==> config.mk <==
export PLATFORM = sky130hd
export DESIGN_NAME = clk_div_prog
export DESIGN_NICKNAME = d
export VERILOG_FILES = /design/src/rtl/clk_div_prog.sv
export SDC_FILE = /design/constraint.sdc
export NUM_CORES = 1
export LEC_CHECK = 0
export BUFFER_PORTS_ARGS = -buffer_cell sky130_fd_sc_hd__buf_2
export CAP_MARGIN = 0
export CORE_MARGIN = 1
export CORE_UTILIZATION = 60
export CTS_CLUSTER_SIZE = 28
export DETAILED_ROUTE_END_ITERATION = 16
export PLACE_DENSITY = 0.91
export SLEW_MARGIN = 20
export SYNTH_ARGS = -nofsm -noshare
export SYNTH_HDL_FRONTEND = slang
export SYNTH_SLANG_ARGS = --single-unit
export TNS_END_PERCENT = 100
==> constraint.sdc <==
create_clock -name clk -period 7.2 [get_ports clk]
set_input_delay 0.72 -clock clk [delete_from_list [all_inputs] [get_ports clk]]
set_output_delay 0.72 -clock clk [all_outputs]
set_load 0.05 [all_outputs]
==> src/rtl/clk_div_prog.sv <==
// Runtime-programmable 50%-duty clock divider; odd N uses a negedge half-cycle stage.
// Optional CLKDIV_TICK_EN adds a one-clk tick pulse per output period.
module clk_div_prog #(
  parameter int WIDTH       = 8,
  parameter int DEFAULT_DIV = 5
) (
  input  logic             clk,
  input  logic             rst,
  input  logic             en,
  input  logic [WIDTH-1:0] div,
  input  logic             load,
  output logic             clkout,
  output logic [WIDTH-1:0] div_active,
  output logic             busy
`ifdef CLKDIV_TICK_EN
  ,
  output logic             tick
`endif
);

  localparam logic [WIDTH-1:0] DEF_N = (DEFAULT_DIV < 2) ? WIDTH'(2) : WIDTH'(DEFAULT_DIV);

  typedef enum logic {IDLE, RUN} state_t;

  state_t           st, st_nxt;
  logic [WIDTH-1:0] cnt, cnt_nxt, pending, half, div_clamp;
  logic             out_p, out_p_nxt, out_n, bnd;

  assign div_clamp = (div < WIDTH'(2)) ? WIDTH'(2) : div;
  // ceil(N/2) without the overflow (N+1)>>1 would hit at N = 2**WIDTH-1
  assign half      = (div_active >> 1) + WIDTH'(div_active[0]);
  // Idle behaves as a permanent period boundary: divisor applies and start is allowed
  assign bnd       = (st == IDLE) || (cnt == div_active - WIDTH'(1));

  always_comb begin
    st_nxt    = st;
    cnt_nxt   = cnt + WIDTH'(1);
    out_p_nxt = (cnt + WIDTH'(1)) < half;
    if (bnd) begin
      cnt_nxt   = '0;
      out_p_nxt = en;
      st_nxt    = en ? RUN : IDLE;
    end
  end

  always_ff @(posedge clk or posedge rst) begin
    if (rst) begin
      st         <= IDLE;
      cnt        <= '0;
      out_p      <= 1'b0;
      busy       <= 1'b0;
      div_active <= DEF_N;
      pending    <= DEF_N;
    end else begin
      st    <= st_nxt;
      cnt   <= cnt_nxt;
      out_p <= out_p_nxt;
      if (load) pending <= div_clamp;
      // A load on the boundary cycle stays pending for the following boundary
      if (bnd) begin
        div_active <= pending;
        busy       <= load;
      end else begin
        busy <= busy | load;
      end
    end
  end

  always_ff @(negedge clk or posedge rst) begin
    if (rst) out_n <= 1'b0;
    else     out_n <= out_p;
  end

  // div_active only changes at a boundary where out_p and out_n are both low
  assign clkout = div_active[0] ? (out_p & out_n) : out_p;

`ifdef CLKDIV_TICK_EN
  always_ff @(posedge clk or posedge rst) begin
    if (rst) tick <= 1'b0;
    else     tick <= bnd && en;
  end
`endif

endmodule
======== Yosys cells after proc, flatten, opt, wreduce, memory -nomap -nowiden ========
Cells that the tools add are included.
operators by class
  add/subtract/negate cells ............... 3
  $lt $le $gt $ge ......................... 2
  equality and inequality tests ........... 1
  mux-type cells .......................... 6
  bitwise logic cells ..................... 3
  reductions and logical operators ........ 1
operator list
  kind                                                                           number
  8-bit two-way mux                                                              2
  7-bit by 1-bit adder with 8-bit output                                         1
  8-bit by 1-bit adder with 8-bit output (second input constant)                 1
  8-bit == test                                                                  1
  8-bit by 2-bit less-than comparator with 1-bit output (second input constant)  1
  8-bit less-than comparator                                                     1
  8-bit by 1-bit subtractor with 8-bit output (second input constant)            1
  1-bit two-way mux                                                              4
  1-bit AND                                                                      1
  1-bit logical OR                                                               1
  1-bit inverter                                                                 1
  1-bit bitwise OR                                                               1
word-level totals
  register bits after elaboration ......... 28
  bits of input ports ..................... 12
  output and inout port bits .............. 10
  word-level logic and storage cells ...... 23

======== Longest topological paths before layout ========
  depth in word-level cells ............... 4
  gate-level depth with buffers ........... 10
  gate-level depth less buffers ........... 10

==> impl_results.md <==
- Status: finished, final reports clean
- First-pass GRT wire length: 5160 um
- Simple-gate share of the synthesized area: 0.119
- Starting density of the core: 0.641
- Fillers: 192
- Sequential power share: 0.655
- Multiplexer share of the synthesized area: 0.111
- Crit-path max FO: 1
- Final TNS setup: 0 ns
- Ys async rst share: 1.00
- Pin count of the biggest net entering global routing: 29
- Die span in y: 53.7 um
- Crit. End Element: output pin
- CTS clk-pin slew, worst paths: 0.14 ns
- RSZ-0062 raised after global routing: no
- Root Buffer: clkbuf_4
- Critical setup path kind: reg2out
- Overall Global Routing Usage: 0.255
- Cell row count: 18
- Arr. time, crit path: 4.66 ns
- Power Internal: 0.200 mW
- Setup violators final: 0
- Area Overhead vs Synth: 9.91%
- TritonCTS clock tree: yes
- Sw Pwr: 0.0518 mW
- CTS H-tree depth: 1
- Vias in the first global route: 1,122
- PwrDens: 143 nW/um^2
- Cell variety after synth: 36
- Post-route ant nets: 0
- Number of port buffers: 21
- P_leak: 0.880 nW
- Worst-Skew Late Latency: 0.31 ns
- Sequential fraction of the synthesis area: 0.440
- Slew @ Worst Pin: 0.952 ns
- Die W: 53.7 um
- Post-synthesis xor/xnor area fraction: 0.115
- Number of max-cap violations: 0
- Vias per cell: 5.82
- Total Nets Final: 188
- Syn avg cell area: 11.1 sq um
- Hold WS: 0.478 ns
- Combinational family with the most area after synthesis: simple AND/OR/NAND/NOR gates
- Hpwl dp: 2420 um
- Routed WL: 3080 um
- Longest Clk Path Bufs: 2
- Met1 wire length: 1340 um
- Post-synthesis compound-gate area fraction: 0.0906
- Number of diodes: 0
- Drt pass-1 iters: 4
- Commonest non-fill, non-tap cell in the layout: dfrtp_1
- Commonest non-fill, non-tap cells in the layout: 23 x dfrtp_1, 21 x buf_2, 14 x mux2_2, 14 x xnor2_1, 11 x ha_1
- Max transition margin: 0.362
- Net Count, Synth: 167
- Top sig layer: met4
- Clock power share: 0.293
- RePlAce Congestion: 0.918
- Yosys reg bits: 28
- Final Hold Vio Count: 0
- Full die area: 2880 sq um
- Hold Crit Class: in2async
- Place WS: 2.07 ns
- Mapped Cells: 144
- Num CTS Buffers: 3
- CTS sink count: 28
- Routed len/inst: 15.9 um
- Yosys warns: 0
- I/O pin cnt: 22
- Core box area: 2500 sq um
- Worst path required time: 6.48 ns
- Maximum VDD drop: 0.000184 V
- Initial antenna violation count: 0
- Post-Synth Adder-Cell Area: 0.0859
- Grt ovf: 0
- Post-Syn Area: 1600 sq um
- Post-CTS Resized: 0
- EDFF count, synth: 0
- Synth Flop Type: dfrtp_1
- Max-slew violations: 0
- DRC: 0
- Share of cells above drive strength 1: 0.280
- Hold Buf Count CTS: 0
- Final WS setup: 1.82 ns
- WL met2: 1620 um
- Post-CTS Setup Inserts: 0
- Worst setup SP type: register
- Vias: 1,130
- Met3 routed WL: 68 um
- Clk_skew: 0.00806 ns
- Switching Share: 0.206
- Initial DRC count: 11
- Combinational Power Share: 0.051
==> area by class of cell <==
| class | count | area, sq um | area share |
|---|---|---|---|
| Clock buffer | 4 | 36.3 | 0.0206 |
| Timing Repair Buffer | 22 | 116 | 0.0661 |
| Inverter | 8 | 30.0 | 0.0170 |
| Multi-Input combinational cell | 102 | 836 | 0.474 |
| Sequential cell | 28 | 706 | 0.401 |
| Tap cell | 30 | 37.5 | 0.0213 |
==> routing by layer <==
| metal | global-route usage | vias up |
|---|---|---|
| li1 | - | 543 |
| met1 | 0.325 | 556 |
| met3 | 0.0311 | 6 |
| met5 | 0 | - |
| met2 | 0.442 | 25 |
| met4 | 0.0921 | 0 |
==> sequential cells by signal, indices dropped and copies added (netlist names) <==
register,cells
busy,1
pending,8
cnt,8
div_active,8
st,1
out_p,1
out_n,1
==> through the flow <==
stage | utilization | power, mW | cell area [sq um] | std cells
after floorplan | - | 0.175 | 1600 | 144
after CTS | 0.700 | 0.252 | 1750 | 193
final | 0.705 | 0.251 | 1760 | 194
after detailed placement | 0.686 | 0.181 | 1710 | 189
after global routing | 0.705 | 0.261 | 1760 | 194
after global placement | 0.686 | 0.179 | 1710 | 189
==> cells in the mapped netlist, types with 2 or more instances <==
library cell  count  area share
ha_1             11       0.086
nor2_1            8       0.019
nand2_1           5       0.012
or4_1             2      0.0094
a22oi_1           2      0.0094
xnor2_1          14       0.077
mux2i_1           2       0.012
and3_1            2      0.0078
dfstp_2           4       0.066
inv_1             8       0.019
a21o_1            3       0.014
xor2_1            7       0.038
dfrtp_1          23        0.36
clkbuf_1          4      0.0094
mux2_2           14       0.098
nor2b_1           6       0.023
a21oi_1           3      0.0094
nand3_1           8       0.025
==> cell families after synthesis <==
kind of cell | after synthesis
xor+xnor | 21
buf+inv | 14
compound gates | 18
mux | 16
simple gates | 36
fa+ha+maj | 11
flops | 28
==> worst max-delay path, stage by stage, from the launching register on <==
cell	delay, ns
dfrtn_1	0.40
o21a_1	0.10
buf_2	0.25
==> power by group through the flow <==
stage               clock (mW)  combinational (mW)  sequential, mW
global route            0.0809              0.0145           0.165
floorplan                    0             0.00825           0.167
finish                  0.0738              0.0129           0.165
detailed placement           0              0.0130           0.168
CTS                     0.0740              0.0130           0.165
global placement             0              0.0122           0.167
==> path summary, 6_finish.rpt <==
| check | cells after the start | start | slack (ns) | endpoint |
|---|---|---|---|---|
| max | 2 | out_n | 1.82 | clkout |
| min | 2 | rst | 0.48 | busy |
| max reg2reg | 0 | out_p | 3.05 | out_n |
| min reg2reg | 2 | pending[0] | 0.51 | div_active[0] |
| max in group asynchronous | 2 | rst | 2.77 | out_n |
| min in group clk | 2 | pending[0] | 0.51 | div_active[0] |
No activity file was read; power rests on OpenSTA's default activity.
